## config.mk

```make
export PLATFORM = sky130hd
export DESIGN_NAME = counter_mod_step_flat
export DESIGN_NICKNAME = d
export VERILOG_FILES = /design/src/rtl/counter_mod_step_if.sv /design/src/rtl/counter_mod_step.sv /design/src/flat_wrapper.sv
export SDC_FILE = /design/constraint.sdc
export NUM_CORES = 1
export LEC_CHECK = 0
export CAP_MARGIN = 10
export CORE_MARGIN = 3
export CORE_UTILIZATION = 35
export DETAILED_ROUTE_END_ITERATION = 10
export GPL_ROUTABILITY_DRIVEN = 0
export GPL_TIMING_DRIVEN = 1
export PLACE_DENSITY = 0.68
export RECOVER_POWER = 50
export SETUP_SLACK_MARGIN = 0.4
export SLEW_MARGIN = 5
export SYNTH_ARGS = -nofsm -noshare
export SYNTH_HDL_FRONTEND = slang
export SYNTH_SLANG_ARGS = --single-unit
```

## constraint.sdc

```tcl
create_clock -name clk -period 4.3 [get_ports clk]
set_clock_uncertainty 0.05 [all_clocks]
set_input_delay 0.43 -clock clk [delete_from_list [all_inputs] [get_ports clk]]
set_output_delay 0.43 -clock clk [all_outputs]
set_load 0.01 [all_outputs]
```

## src/rtl/counter_mod_step_if.sv

```systemverilog
// Control/status bundle for counter_mod_step.
interface counter_mod_step_if #(
  parameter int unsigned WIDTH  = 8,
  parameter int unsigned STEP_W = 4
);
  logic              load_n;
  logic              ce;
  logic              up_down;
  logic              sat_mode;
  logic [STEP_W-1:0] step;
  logic [WIDTH-1:0]  limit;
  logic [WIDTH-1:0]  data_load;
  logic              clr_sticky;
  logic [WIDTH-1:0]  count_out;
  logic              max_count;
  logic              zero;
  logic              wrap_evt;
  logic              ovf_sticky;

  // Driver side: sources controls, observes counter status.
  modport master (
    output load_n, ce, up_down, sat_mode, step, limit, data_load, clr_sticky,
    input  count_out, max_count, zero, wrap_evt, ovf_sticky
  );

  // Counter side.
  modport slave (
    input  load_n, ce, up_down, sat_mode, step, limit, data_load, clr_sticky,
    output count_out, max_count, zero, wrap_evt, ovf_sticky
  );
endinterface

```

## src/rtl/counter_mod_step.sv

```systemverilog
// Up/down counter with programmable terminal value and step, wrap or
// saturate on bound crossing, one-cycle event pulse and sticky flag.
module counter_mod_step #(
  parameter int unsigned WIDTH  = 8,
  parameter int unsigned STEP_W = 4
) (
  input  logic               clk,
  input  logic               rst,
  counter_mod_step_if.slave  bus
);
  localparam int unsigned SUM_W = WIDTH + 1;

  logic [WIDTH-1:0] r_count;
  logic             r_wrap_evt;
  logic             r_ovf_sticky;

  logic [WIDTH-1:0] w_next;
  logic             w_evt;
  logic [SUM_W-1:0] w_cnt_x;
  logic [SUM_W-1:0] w_step_x;
  logic [SUM_W-1:0] w_lim_x;
  logic [SUM_W-1:0] w_sum;

  // Widen operands so neither sum nor compare can truncate.
  assign w_cnt_x  = SUM_W'(r_count);
  assign w_step_x = SUM_W'(bus.step);
  assign w_lim_x  = SUM_W'(bus.limit);
  assign w_sum    = w_cnt_x + w_step_x;

  // Next count and bound-crossing event: load > count > hold.
  always_comb begin
    w_next = r_count;
    w_evt  = 1'b0;
    if (!bus.load_n) begin
      w_next = (bus.data_load <= bus.limit) ? bus.data_load : bus.limit;
    end else if (bus.ce && (bus.step != '0)) begin
      if (bus.up_down) begin
        if (w_sum <= w_lim_x) begin
          w_next = WIDTH'(w_sum);
        end else begin
          w_evt  = 1'b1;
          w_next = bus.sat_mode ? bus.limit : '0;
        end
      end else begin
        if (w_step_x <= w_cnt_x) begin
          w_next = WIDTH'(w_cnt_x - w_step_x);
        end else begin
          w_evt  = 1'b1;
          w_next = bus.sat_mode ? '0 : bus.limit;
        end
      end
    end
  end

  // Count, event pulse and sticky flag; a new event beats clr_sticky.
  always_ff @(posedge clk) begin
    if (rst) begin
      r_count      <= '0;
      r_wrap_evt   <= 1'b0;
      r_ovf_sticky <= 1'b0;
    end else begin
      r_count    <= w_next;
      r_wrap_evt <= w_evt;
      if (w_evt) begin
        r_ovf_sticky <= 1'b1;
      end else if (bus.clr_sticky) begin
        r_ovf_sticky <= 1'b0;
      end
    end
  end

  assign bus.count_out  = r_count;
  assign bus.wrap_evt   = r_wrap_evt;
  assign bus.ovf_sticky = r_ovf_sticky;
  assign bus.max_count  = (r_count == bus.limit);
  assign bus.zero       = (r_count == '0);
endmodule

```

## src/flat_wrapper.sv

```systemverilog
// flat-port wrapper written by rule: the top's interface ports become plain ports
module counter_mod_step_flat 
#(
  parameter int unsigned WIDTH  = 8,
  parameter int unsigned STEP_W = 4
)
  (clk, rst, bus_load_n, bus_ce, bus_up_down, bus_sat_mode, bus_step, bus_limit, bus_data_load, bus_clr_sticky, bus_count_out, bus_max_count, bus_zero, bus_wrap_evt, bus_ovf_sticky);
  counter_mod_step_if #(.WIDTH(WIDTH), .STEP_W(STEP_W)) bus_i ();
  input  logic clk;
  input  logic rst;
  input wire logic [$bits(bus_i.load_n)-1:0] bus_load_n;
  input wire logic [$bits(bus_i.ce)-1:0] bus_ce;
  input wire logic [$bits(bus_i.up_down)-1:0] bus_up_down;
  input wire logic [$bits(bus_i.sat_mode)-1:0] bus_sat_mode;
  input wire logic [$bits(bus_i.step)-1:0] bus_step;
  input wire logic [$bits(bus_i.limit)-1:0] bus_limit;
  input wire logic [$bits(bus_i.data_load)-1:0] bus_data_load;
  input wire logic [$bits(bus_i.clr_sticky)-1:0] bus_clr_sticky;
  output wire logic [$bits(bus_i.count_out)-1:0] bus_count_out;
  output wire logic [$bits(bus_i.max_count)-1:0] bus_max_count;
  output wire logic [$bits(bus_i.zero)-1:0] bus_zero;
  output wire logic [$bits(bus_i.wrap_evt)-1:0] bus_wrap_evt;
  output wire logic [$bits(bus_i.ovf_sticky)-1:0] bus_ovf_sticky;
  assign bus_i.load_n = bus_load_n;
  assign bus_i.ce = bus_ce;
  assign bus_i.up_down = bus_up_down;
  assign bus_i.sat_mode = bus_sat_mode;
  assign bus_i.step = bus_step;
  assign bus_i.limit = bus_limit;
  assign bus_i.data_load = bus_data_load;
  assign bus_i.clr_sticky = bus_clr_sticky;
  assign bus_count_out = bus_i.count_out;
  assign bus_max_count = bus_i.max_count;
  assign bus_zero = bus_i.zero;
  assign bus_wrap_evt = bus_i.wrap_evt;
  assign bus_ovf_sticky = bus_i.ovf_sticky;
  counter_mod_step #(.WIDTH(WIDTH), .STEP_W(STEP_W)) u_core (.clk(clk), .rst(rst), .bus(bus_i));
endmodule
```

## Word-level counts from Yosys, hierarchy flattened

Cells that the tools add are included.

- Register bits after elaboration: 10
- Bits in latches: 0
- RAM bits: 0
- Bits in read-only memories: 0
- Bits of input ports: 27
- Output and inout port bits: 12
- Logic and storage cells: 29
- Memories kept: 0

- Add/sub/neg operators: 2
- Multipliers: 0
- Div/mod/pow operators: 0
- Order comparisons: 3
- Equal/unequal tests: 2
- Shift operators: 0
- Muxes and demuxes: 15
- Bitwise operators: 0
- Reductions and logical operators: 4

Operators with widths:

| operator | number |
|---|---|
| $mux W8 | 8 |
| $add A8 B4 Y9 | 1 |
| $le A9 B8 Y1 | 1 |
| $eq A8 B8 Y1 | 1 |
| $le A4 B8 Y1 | 1 |
| $le A8 B8 Y1 | 1 |
| $logic_not A8 Y1 | 1 |
| $sub A8 B4 Y8 | 1 |
| $mux W1 | 7 |
| $reduce_bool A4 Y1 | 1 |
| $ne A2 B1 Y1 const B | 1 |
| $reduce_bool A2 Y1 | 1 |
| $logic_and A1 B1 Y1 | 1 |

## Longest topological paths before layout

Gate-level depths: netlist (run 1).

- Word-level depth: 7
- Mapped depth: 16
- Depth with buffers taken out: 14

## Worst setup path before layout (run 1)

Ideal clock, no wire load.

- Kind: reg2reg
- Start point: register u_core.r_count[0], in the netlist u_core.bus.count_out[0]
- End point: register u_core.r_count[4], in the netlist u_core.bus.count_out[4]
- Arrival time: 3146 ps
- Required time: 4121 ps
- Slack: 975 ps
- Cell stages (with the launch flop): 15
- Clock period less this slack: 3325 ps
- Cell sequence: dfxtp_1 > ha_1 > inv_1 > fa_1 > nor3_1 > nor3_1 > xnor2_1 > ha_1 > nand3_1 > o21bai_1 > a31o_1 > o221a_4 > mux2_4 > a32oi_1 > o211ai_1

- Word-level cells in the longest chain between the ends: 6

Ends and longest elaborated chain:

| item | line | source |
|---|---|---|
| from (decl) | counter_mod_step.sv:13 | `logic [WIDTH-1:0] r_count;` |
| from (signal assigned) | counter_mod_step.sv:62 | `r_count <= w_next;` |
| $add A8 B4 Y9 | counter_mod_step.sv:28 | `assign w_sum = w_cnt_x + w_step_x;` |
| $le A9 B8 Y1 | counter_mod_step.sv:38 | `if (w_sum <= w_lim_x) begin` |
| $mux W8 | counter_mod_step.sv:38 |  |
| $mux W8 (*) | counter_mod_step.sv:37 | `if (bus.up_down) begin` |
| $mux W8 (*) | counter_mod_step.sv:36 | `end else if (bus.ce && (bus.step != '0)) begin` |
| $mux W8 (*) | counter_mod_step.sv:34 | `if (!bus.load_n) begin` |

Every way passes the cells marked *; elsewhere a longest branch is shown, timed or not. The select of a mux whose other input is x is not followed.
A chain may end at the register's enable or synchronous reset.

## Final worst setup path (run 1)

- Start point: input bus_step[2]
- End point: register u_core.r_count[4], in the netlist u_core.bus.count_out[4]

- Word-level cells in the longest chain between the ends: 6

Ends and longest elaborated chain:

| item | line | source |
|---|---|---|
| from (decl) | flat_wrapper.sv:15 | `input wire logic [$bits(bus_i.step)-1:0] bus_step;` |
| $add A8 B4 Y9 | counter_mod_step.sv:28 |  |
| $le A9 B8 Y1 | counter_mod_step.sv:38 |  |
| $mux W8 | counter_mod_step.sv:38 |  |
| $mux W8 | counter_mod_step.sv:37 |  |
| $mux W8 | counter_mod_step.sv:36 |  |
| $mux W8 | counter_mod_step.sv:34 |  |

Several ways; a longest one is shown, not always the timed one. The select of a mux whose other input is x is not followed.

==> results.md, run 1 <==
Status:
- The run finished with clean final reports.

Setup path:
- STA puts the critical path data required time at between 4 and 5 ns.
- The flop-to-flop setup slack is ~0.64 ns.
- Counting both buffers and inverters, the worst setup path holds a total of 2.
- The endpoint of the most critical register-to-register path is u_core.bus.count_out[4].
- In this run the worst setup path begins at bus_step[2].
- The critical-path cell with the highest stage delay is clkdlybuf4s50_1.
- The worst setup path is of the input port to flip-flop kind.
- The kind of launch point of the worst setup path is an input port.
- The critical path goes through clkdlybuf4s50_1 > inv_1 > ha_2 > nor3_2 > nor3_2 > xnor2_1 > ha_1 > nand3_1 > o21bai_1 > a31o_1 > o221a_4 > mux2_4 > a32oi_1 > o211ai_1.
- The critical path capture point type is a flip-flop.
- On the worst path, the slowest cell contributes a delay of around 0.57 ns.
- At the worst endpoint, the arrival time is ~3.8 ns.
- In this run the critical register-to-register path is launched from u_core.bus.count_out[0].
- The worst register-to-register path has a depth of 14.
- The cell that appears most often on the critical path is nor3_2.
- The kind of cell adding the most delay to the critical path is compound AO/OA/AOI/OAI gates.
- The end point of the critical path is u_core.bus.count_out[4].
- Along the worst path, the maximum fanout reaches 9.
- In this run the number of cells on the critical path is 14.

Yosys:
- The portion of synthesized cell area occupied by the leading cell type is about 16%.
- During synthesis, Yosys emitted a total of 0 warnings.
- The mapped netlist covers approximately 0.0019 mm2.
- After technology mapping, the gate count stands at about 260.
- The synthesized design contains 0 enable-type register cells.
- The main flop type after synthesis is dfxtp_1.
- Of all flip-flops after synthesis, the portion carrying an async set or reset was 0%.
- By area the synthesized netlist is led by ha_1 16%, dfxtp_1 11%, xnor2_1 5.1%.
- Of the synthesized area, sequential elements account for a little over a tenth.
- The count of cell types in the netlist is 50.
- The library cell occupying the most area in the post-synthesis netlist is ha_1.
- The count of state elements after synthesis is 10.
- When the netlist entered floorplanning its net count stood at 308.
- The average cell area after synthesis is between 7 and 8 um2.

Placed design:
- Port buffering added 38 buffers.
- The placed instances occupy a cell area of approximately 0.0023 mm2.
- Including well taps, the total number of placed cells is 354.
- The final HPWL from detailed placement is roughly 4400 um.

Floorplanning:
- Measured along the y axis, the die boundary spans 79.2 um.
- The die span in x is 79.2 um.
- The area inside the core boundary is ~0.005 mm2.
- The top-level port count is 39.
- The floorplan has 26 rows.
- The starting utilization of the core area is about 36%.
- The die covers about 0.0063 mm2.

Layout:
- Compared with the post-synthesis result, the final layout area differs by 27.2%.
- The layout filler cell count is roughly 550.
- The finished cells cover 0.00239 mm2.
- Leaving out fill and tap cells, the most frequent cells in the layout are 27 x clkdlybuf4s50_1, 24 x nand2_1, 22 x nor2_1, 22 x ha_1, 20 x inv_1.
- The final layout net count is approximately 350.
- The final non-filler cell total is 361.
- The repair_antennas step left the layout with diodes totalling 0.
- Of the cells placed in the final design, the portion with a size suffix greater than 1 is 10.3%.
- The most common cell after layout, fill and taps aside is clkdlybuf4s50_1.
- The sequential cell area is ~200 um2.
- The multi-input combinational cells in the finished layout cover a total of between 0.0015 and 0.002 mm2.

Power and ir drop:
- Power spread over the standard cell area amounts to approximately 250 mW/mm2.
- The total power is between 500 and 600 uW.
- The leakage power of the design is about 0.0010 uW.
- The worst-case IR drop observed on VDD is between 150 and 200 uV.

Routing:
- In the routed layout, each cell is associated on average with a via count of around 5.4.
- The number of nets with antenna violations after detailed routing is 0.
- The routed design has ~5400 um of wire.
- The routed metal-1 wirelength is 2550 um.
- The length of the first detailed-routing pass in iterations is 4.
- In the final routed layout, each cell accounts on average for 15.0 um.
- For this run, design rule violations remaining after detail routing come to 0.
- In the detailed route, the total length drawn on met3 is approximately 360 um.
- For this block, the initial DRC count from the detailed router was roughly 150.
- Routed signal wires occupy layers up through met4.
- The amount of wire on met2 after detailed routing is 2500 um.
- The total via count after detailed routing is slightly below 2000.

Clock network:
- Buffers inserted during clock tree synthesis total 3.
- The CTS tree is yes.
- The quantity of hold-fixing buffers added after cts is 0.
- No sink is reached through more buffers than the 2 on the longest clock path.
- The CTS sink count is 10.
- In this run the clock root is driven by a clkbuf_8.
- In this run the number of H-tree levels came out at 1.
- The clock-pin slew on the worst setup and hold paths is about 0.050 ns.
- The clock reaches the later pin of the worst-skew pair after ~0.24 ns.

Timing:
- The setup total negative slack is 0 ns.
- The final setup violation count is 0.
- The final period utilization is slightly below 90%.
- The worst slew slack as a fraction of its limit is approximately half.
- The final-report hold violation count is 0.
- Setup repair after global routing left no endpoint under its margin.
- The highest clock frequency the design can meet is 0.268 GHz.
- For the pin with the worst max-slew slack, the measured transition is approximately 0.73 ns.
- On the final layout, the worst hold slack is just under 0.4 ns.
- The smallest clock period supported by the final layout is computed as roughly 3.7 ns.
- The total count of max-transition violations in the final report is 0.

Global route:
- The global-route wire length before repair is between 8000 and 9000 um.
- The largest net degree at the start of global routing is 17.
- The total overflow left after global routing is 0.
- The via count of the first global-routing pass is approximately 1800.
- The number of antenna violations at the first check in global routing is 0.
- The global-route usage over all layers is between 10% and 20%.

Hold path:
- In this run the worst hold path is classified as flip-flop to flip-flop.

Run:
- The max-capacitance violation count is 0.
-- Yosys cell counts, types with 4 or more instances --
cell      number
xnor2_1       11
nand2_1       24
xor2_1         5
nand3_1       14
ha_1          24
nor2_1        22
nand4_1        7
o21ai_0       16
nand2b_1       5
o211ai_1       6
nor2b_1        4
buf_2          6
a21oi_1       19
dfxtp_1       10
inv_1         20
nor3_1         9
mux2_2         7
-- per-layer routing --
metal  track usage [%]  vias to the layer above
li1                  -                      999
met1              23.7                      890
met2              28.7                       74
met3              3.74                        2
met4              1.37                        0
met5                 0                        -
-- registers in the layout, summed over array words and instances, names as in the netlist --
name / cells
u_core.bus.count_out: 8
u_core.bus.ovf_sticky: 1
u_core.bus.wrap_evt: 1
-- power by group --
| group | switching, uW | internal [uW] | leakage [uW] |
|---|---|---|---|
| Sequential | 24.3 | 103 | 0.0000828 |
| Combinational | 191 | 170 | 0.000893 |
| Clock | 37.2 | 61.3 | 0.0000216 |
| Total | 252 | 334 | 0.000997 |
-- stage by stage --
step | setup slack [ns] | util, %
after floorplan | 0.975 | -
after global placement | 0.204 | 44.7
after detailed placement | 0.122 | 44.7
after CTS | 0.409 | 45.6
after global routing | 0.425 | 46.4
final | 0.568 | 46.4
-- worst min-delay path by stage --
stage,from,end,slack (ns),cells after the start
finish,u_core.bus.ovf_sticky,u_core.bus.ovf_sticky,0.39,1
global route,u_core.bus.ovf_sticky,u_core.bus.ovf_sticky,0.41,1
CTS,u_core.bus.ovf_sticky,u_core.bus.ovf_sticky,0.40,1
detailed placement,u_core.bus.ovf_sticky,u_core.bus.ovf_sticky,0.39,1
global placement,u_core.bus.ovf_sticky,u_core.bus.ovf_sticky,0.38,1
floorplan,u_core.bus.ovf_sticky,u_core.bus.ovf_sticky,0.45,1
-- cell families (layout without fill, tap and decap cells) --
family | Yosys count | in the layout | share of synthesized area, %
compound gates | 67 | 67 | 25.0
fa+ha+maj | 26 | 26 | 18.1
xor+xnor | 16 | 16 | 7.47
flops | 10 | 10 | 10.7
simple gates | 95 | 95 | 25.4
mux | 10 | 10 | 6.07
buf+inv | 31 | 67 | 7.20
-- worst register-to-register path, cell delays in order, from the launching register on --
cell and delay [ns]:
dfxtp_1 0.46, ha_1 0.22, inv_1 0.06, fa_1 0.43, nor3_2 0.26, nor3_2 0.10, xnor2_1 0.15, ha_1 0.34
nand3_1 0.13, o21bai_1 0.19, a31o_1 0.24, o221a_4 0.30, mux2_4 0.31, a32oi_1 0.21, o211ai_1 0.11
-- timing repair --
action | in CTS | in global routing
endpoints found under the setup margin | 1 | 4
gates resized for setup | 1 | 6
setup buffers | 0 | 4
-- final cells by class --
class / count / area share (%)
Clock buffer: 3 / 1.73
Timing Repair Buffer: 44 / 17.9
Tap cell: 70 / 3.67
Inverter: 20 / 3.15
Multi-Input combinational cell: 214 / 65.1
Sequential cell: 10 / 8.39
Power figures use the tool's default switching activity.
==> run 2: changes to the inputs <==
--- a/config.mk
+++ b/config.mk
@@ -5,6 +5,7 @@
 export SDC_FILE = /design/constraint.sdc
 export NUM_CORES = 1
 export LEC_CHECK = 0
+export ABC_CLOCK_PERIOD_IN_PS = 4300
 export CAP_MARGIN = 10
 export CORE_MARGIN = 3
 export CORE_UTILIZATION = 35
@@ -14,6 +15,7 @@
 export PLACE_DENSITY = 0.68
 export RECOVER_POWER = 50
 export SETUP_SLACK_MARGIN = 0.4
+export SKIP_CTS_REPAIR_TIMING = 1
 export SLEW_MARGIN = 5
 export SYNTH_ARGS = -nofsm -noshare
 export SYNTH_HDL_FRONTEND = slang
==> run 2 against run 1 <==
Wire length shrank 0.29%. Highest routed layer unchanged. Via count shrank 0.25%. Die area is the same. Cell count is the same.
==> results.md, run 2 (synthesis results as in run 1) <==
Status:
- The run finished with clean final reports.

Floorplanning:
- The starting utilization of the core area came to 36.5% (unchanged).
- The die area was 0.00627 mm2 (unchanged).
- The area inside the core boundary came to 0.00514 mm2 (unchanged).
- The top-level port count came to 39 (unchanged).
- The die span in x came to 79.2 um (unchanged).
- The chip height is 79.2 um (unchanged).
- The cell row count came to 26 (unchanged).

Timing:
- The final period utilization is 86.5% (-0.30 points).
- The highest clock frequency the design can meet is 0.269 GHz (+0.35%).
- The transition at the pin with the smallest max-transition slack is 0.727 ns (-0.00127 ns).
- The clock period minus final worst setup slack is 3.72 ns (-0.0130 ns).
- The total count of max-transition violations in the final report is 0 (unchanged).
- The worst slew slack as a fraction of its limit came to 51.5% (+0.085 points).
- The final setup violation count was 0 (unchanged).
- Setup repair after global routing left no endpoint under its margin.
- The final-report hold violation count is 0 (unchanged).
- The setup total negative slack is 0 ns (unchanged).

Clock network:
- The CTS sink count came to 10 (unchanged).
- The CTS tree is yes.
- The buffer levels on the longest clock path is 2 (unchanged).
- The root buffer cell chosen for the clock tree is clkbuf_8.
- The number of buffers created by CTS is 3 (unchanged).
- The maximum level of the CTS H-tree is 1 (unchanged).
- The clock-pin slew on the worst setup and hold paths was 0.05 ns (about the same).
- The clock latency on the worst-skew pair is 0.24 ns (about the same).

Routing:
- The count of unresolved DRC violations after routing is 0 (unchanged).
- The routed length per instance was 15.0 um (-0.29%).
- The number of DRC violations after detailed-routing iteration 0 was 172 (+12%).
- The final wirelength was 5420 um (-0.29%).
- The average via count per standard cell was 5.43 (-0.25%).
- The number of nets with antenna violations after detailed routing is 0 (unchanged).
- The length of the first detailed-routing pass in iterations is 4 (unchanged).
- The total via count after detailed routing is 1960 (-0.25%).

Layout:
- The final layout net count is 346 (unchanged).
- The number of flip-flops under the largest register name is 8 (unchanged).
- The layout filler cell count is 549 (unchanged).
- The fraction of layout instances using a drive strength above 1 is 10.3% (unchanged).
- The core occupancy in the finished layout is 46.4% (unchanged).
- In the layout the commonest cells are 27 x clkdlybuf4s50_1, 24 x nand2_1, 22 x nor2_1, 22 x ha_1, 20 x inv_1.
- The antenna diode instance count came to 0 (unchanged).
- The final non-filler cell total is 361 (unchanged).
- The library cell used most frequently in the layout, excluding fill and tap cells, is clkdlybuf4s50_1.
- The area growth from synthesis to layout came to 27.2% (unchanged).

Hold path:
- The min-delay analysis places its worst path in the category flip-flop to flip-flop.
- In this run the most critical hold path is launched from u_core.bus.ovf_sticky.

Global route:
- The number of antenna violations at the first check in global routing is 0 (unchanged).
- The largest net degree at the start of global routing came to 17 (unchanged).
- The via count of the first global-routing pass is 1779 (+0.11%).
- The leftover overflow at the end of global routing came to 0 (unchanged).
- The global-route usage over all layers is 17.3% (+0.024 points).
- The global-route wire length before repair is 8710 um (+0.16%).

Placed design:
- The final HPWL from detailed placement is 4370 um (unchanged).
- The number of placed instances with taps included is 354 (unchanged).
- The count of input and output buffers is 38 (unchanged).

Setup path:
- The maximum cell stage delay along the critical path is 0.57 ns (about the same).
- The most critical setup path has its startpoint at bus_step[2].
- The required time of the critical path is 4.37 ns (about the same).
- The critical-path maximum fanout is 9 (unchanged).
- The worst register-to-register path begins at u_core.bus.count_out[0].
- The critical path capture point type is a flip-flop.
- The slowest stage of the critical path belongs to the cell clkdlybuf4s50_1.
- The type of the worst setup path is input port to flip-flop.
- STA classifies the critical path startpoint as an input port.
- The most frequent cell on the critical path is nor3_2.
- Traced cell by cell, the critical path runs through clkdlybuf4s50_1 > inv_1 > ha_2 > nor3_2 > nor3_2 > xnor2_1 > ha_1 > nand3_1 > o21bai_1 > a31o_1 > o221a_4 > mux2_4 > a32oi_1 > o211ai_1.
- The arrival time at the worst endpoint is 3.79 ns (about the same).
- The count of buffering cells on the critical path with inverters included is 2 (unchanged).
- The kind of cell adding the most delay to the critical path is compound AO/OA/AOI/OAI gates.

Power and ir drop:
- The leakage power of the design came to 0.000997 uW (unchanged).
- The largest vdd supply drop was 165 uV (-0.35%).
- The power density over the cells is 245 mW/mm2 (-0.13%).
- The total power is 585 uW (-0.13%).

Run:
- The max-capacitance violation count came to 0 (unchanged).
[run 2: cell counts in the layout (fill, tap and decap cells not counted)]
Identical to the previous run, type by type.
[run 2: final timing paths]
| check | endpoint | slack, ns | depth (start not counted) |
|---|---|---|---|
| worst min register to register | u_core.bus.ovf_sticky | 0.39 | 1 |
| worst max register to register | u_core.bus.count_out[4] | 0.65 | 14 |
| worst max-delay path | u_core.bus.count_out[4] | 0.58 | 14 |
| worst min-delay path | u_core.bus.ovf_sticky | 0.39 | 1 |
[run 2: power by group]
part / total [uW] / internal [uW] / switching (uW) / leakage, uW
Clock: 98.4 / 61.3 / 37.0 / 0.0000216
Sequential: 127 / 103 / 24.4 / 0.0000828
Combinational: 360 / 170 / 190 / 0.000893
[run 2: layer usage]
| layer | vias up | routed length [um] | global-route usage [%] |
|---|---|---|---|
| met1 | 885 | 2550 | 23.8 |
| met4 | 0 | 46 | 1.37 |
| li1 | 1000 | - | - |
| met2 | 69 | 2470 | 28.7 |
| met3 | 6 | 348 | 3.74 |
| met5 | - | 0 | 0 |
[run 2: area by class of cell]
| cell class | count | area (um2) | share of cell area, % |
|---|---|---|---|
| Multi-Input combinational cell | 214 | 1550 | 65.1 |
| Timing Repair Buffer | 44 | 428 | 17.9 |
| Sequential cell | 10 | 200 | 8.39 |
| Tap cell | 70 | 87.6 | 3.67 |
| Inverter | 20 | 75.1 | 3.15 |
| Clock buffer | 3 | 41.3 | 1.73 |
[run 2: through the flow]
stage               area, um2  worst slack (ns)  hold WS (ns)
CTS                      2340             0.360         0.400
global route             2390             0.425         0.412
finish                   2390             0.581         0.395
detailed placement       2300             0.122         0.389
global placement         2300             0.204         0.384
floorplan                1880             0.975         0.447
==> run 3: changes to the inputs <==
--- a/config.mk
+++ b/config.mk
@@ -13,7 +13,7 @@
 export GPL_ROUTABILITY_DRIVEN = 0
 export GPL_TIMING_DRIVEN = 1
 export PLACE_DENSITY = 0.68
-export RECOVER_POWER = 50
+export RECOVER_POWER = 100
 export SETUP_SLACK_MARGIN = 0.4
 export SKIP_CTS_REPAIR_TIMING = 1
 export SLEW_MARGIN = 5
==> run 3 against run 2 <==
Clock power rose by 0.5%. Cell count unchanged. First-iteration DRC count shrank 26%. Worst hold slack is essentially flat. Sequential share of layout area is 0.058 points higher. Critical endpoint unchanged. Highest routed layer unchanged.
==> results.md, run 3 (synthesis results as in run 1) <==
Floorplanning:
- The area inside the core boundary is 0.00514 mm2 (unchanged).
- The chip height came to 79.2 um (unchanged).
- The top-level port count came to 39 (unchanged).
- The cell row count was 26 (unchanged).
- The starting utilization of the core area is 36.5% (unchanged).
- The die span in x is 79.2 um (unchanged).
- The die area is 0.00627 mm2 (unchanged).

Setup path:
- The depth of the worst register-to-register path is 13 (-1).
- Walking the worst path, the cells encountered are clkdlybuf4s50_1 > inv_1 > ha_1 > nand2b_1 > a211o_1 > a21boi_0 > xor2_1 > ha_1 > nand3_1 > o31ai_1 > o221a_1 > mux2_1 > a32oi_1 > o211ai_1.
- The critical-path maximum fanout is 9 (unchanged).
- The worst setup path is launched from an input port.
- The flop-to-flop setup slack is 0.54 ns (-0.11 ns).
- The required time of the critical path is 4.37 ns (about the same).
- The critical path is of the input port to flip-flop type.
- The slowest stage of the critical path belongs to the cell clkdlybuf4s50_1.
- The cell that appears most often on the critical path is ha_1.
- The worst setup path is captured at a flip-flop.
- The endpoint of the most critical register-to-register path is u_core.bus.count_out[4].
- The origin of the critical flop-to-flop path is u_core.bus.count_out[0].
- The maximum cell stage delay along the critical path came to 0.47 ns (-0.10 ns).
- The arrival time at the worst endpoint is 3.95 ns (+0.16 ns).

Routing:
- The length of the first detailed-routing pass in iterations is 4 (unchanged).
- The count of unresolved DRC violations after routing is 0 (unchanged).
- The average via count per standard cell is 5.35 (-1.4%).
- The routed length per instance was 15.0 um (about the same).
- The number of nets with antenna violations after detailed routing came to 0 (unchanged).
- The total via count after detailed routing is 1932 (-1.4%).
- The number of DRC violations after detailed-routing iteration 0 came to 128 (-26%).
- The final wirelength came to 5420 um (about the same).

Layout:
- The final non-filler cell total is 361 (unchanged).
- The final layout net count was 346 (unchanged).
- Leaving out fill and tap cells, the most frequent cells in the layout are 26 x clkdlybuf4s50_1, 24 x nand2_1, 22 x nor2_1, 22 x ha_1, 20 x inv_1.
- The sequential cell area is 200 um2 (unchanged).
- The area of the multi-input gates was 0.00154 mm2 (-0.81%).
- The core occupancy in the finished layout is 46.1% (-0.32 points).
- The area growth from synthesis to layout is 26.4%.
- The fraction of layout instances using a drive strength above 1 is 9.28% (-1.0 points).
- The most common cell after layout, fill and taps aside is clkdlybuf4s50_1.
- The antenna diode instance count came to 0 (unchanged).
- The number of flip-flops under the largest register name is 8 (unchanged).
- The layout filler cell count was 554 (+0.91%).

Timing:
- The transition at the pin with the smallest max-transition slack is 0.712 ns (-0.0150 ns).
- The final-report hold violation count was 0 (unchanged).
- The clock period minus final worst setup slack is 3.88 ns (+0.159 ns).
- The setup total negative slack is 0 ns (unchanged).
- Setup repair after global routing left no endpoint under its margin.
- The total count of max-transition violations in the final report is 0 (unchanged).
- The highest clock frequency the design can meet is 0.258 GHz (-4.1%).
- The final period utilization is 90.2% (+3.7 points).
- The worst slew slack as a fraction of its limit is 52.5% (+1.0 points).
- The final setup violation count came to 0 (unchanged).

Placed design:
- The final HPWL from detailed placement came to 4370 um (unchanged).
- The count of input and output buffers is 38 (unchanged).
- The number of placed instances with taps included came to 354 (unchanged).

Clock network:
- The CTS sink count is 10 (unchanged).
- The maximum level of the CTS H-tree is 1 (unchanged).
- The clock latency on the worst-skew pair is 0.24 ns (about the same).
- TritonCTS built the clock tree.
- Clock tree synthesis selected as its root buffer the cell clkbuf_8.
- The clock-pin slew on the worst setup and hold paths is 0.05 ns (about the same).
- The number of buffers created by CTS was 3 (unchanged).
- The buffer levels on the longest clock path is 2 (unchanged).

Global route:
- The number of antenna violations at the first check in global routing came to 0 (unchanged).
- The global-route usage over all layers was 17.3% (unchanged).
- The leftover overflow at the end of global routing is 0 (unchanged).
- The global-route wire length before repair is 8710 um (unchanged).
- The largest net degree at the start of global routing was 17 (unchanged).
- The via count of the first global-routing pass is 1779 (unchanged).

Hold path:
- The worst hold path terminates at u_core.bus.ovf_sticky.
- The type of the worst min-delay path is flip-flop to flip-flop.
- The worst hold path stage count is 1 (unchanged).
- The critical hold path startpoint is u_core.bus.ovf_sticky.

Power and ir drop:
- The power density over the cells was 244 mW/mm2 (-0.70%).
- The largest vdd supply drop is 163 uV (-1.1%).
- The leakage power of the design is 0.000988 uW (-0.98%).

Run:
- The max-capacitance violation count was 0 (unchanged).

Status:
- The run finished with clean final reports.
-- run 3: worst max path at each step --
stage	start	end	slack (ns)	cells past startpoint
after floorplan	u_core.bus.count_out[0]	u_core.bus.count_out[4]	0.98	14
after global placement	bus_step[0]	u_core.bus.count_out[4]	0.20	15
after detailed placement	bus_step[0]	u_core.bus.count_out[4]	0.12	15
after CTS	bus_step[0]	u_core.bus.count_out[4]	0.36	15
after global routing	bus_step[1]	u_core.bus.count_out[4]	0.26	14
final	bus_step[1]	u_core.bus.count_out[4]	0.42	14
-- run 3: power by group --
| group | leakage (uW) | internal (uW) | switching, uW |
|---|---|---|---|
| Clock | 0.0000216 | 61.4 | 37.5 |
| Sequential | 0.0000828 | 103 | 24.1 |
| Combinational | 0.000883 | 163 | 189 |
-- run 3: routing by layer --
layer / GRT usage (%) / up-vias / share of wire [%]
li1: - / 997 / -
met1: 23.8 / 875 / 47
met5: 0 / - / 0
met2: 28.7 / 58 / 47
met3: 3.74 / 2 / 6.3
met4: 1.37 / 0 / 0.28
-- run 3: layout make-up --
class	instances	area share, %
clock buffers	3	1.74
inverters	20	3.17
multi-input cells	214	65.0
flip-flops and latches	10	8.45
well taps	70	3.70
repair buffers	44	17.9
-- run 3: through the flow --
stage / hold slack [ns] / power [uW] / setup slack [ns] / instance area (um2)
finish: 0.395 / 577 / 0.422 / 2370
global placement: 0.384 / 470 / 0.204 / 2300
CTS: 0.400 / 574 / 0.360 / 2340
global route: 0.412 / 625 / 0.263 / 2370
detailed placement: 0.389 / 474 / 0.122 / 2300
floorplan: 0.447 / 366 / 0.975 / 1880
-- run 3: worst max-delay path: cells and delay by family --
kind                       cells  cell delay (ns)
AOI/OAI and AO/OA              6             1.61
buffers and inverters          2             0.54
muxes                          1             0.37
adders and majority gates      2             0.60
xor gates and xnor gates       1             0.13
and+or+nand+nor                2             0.26
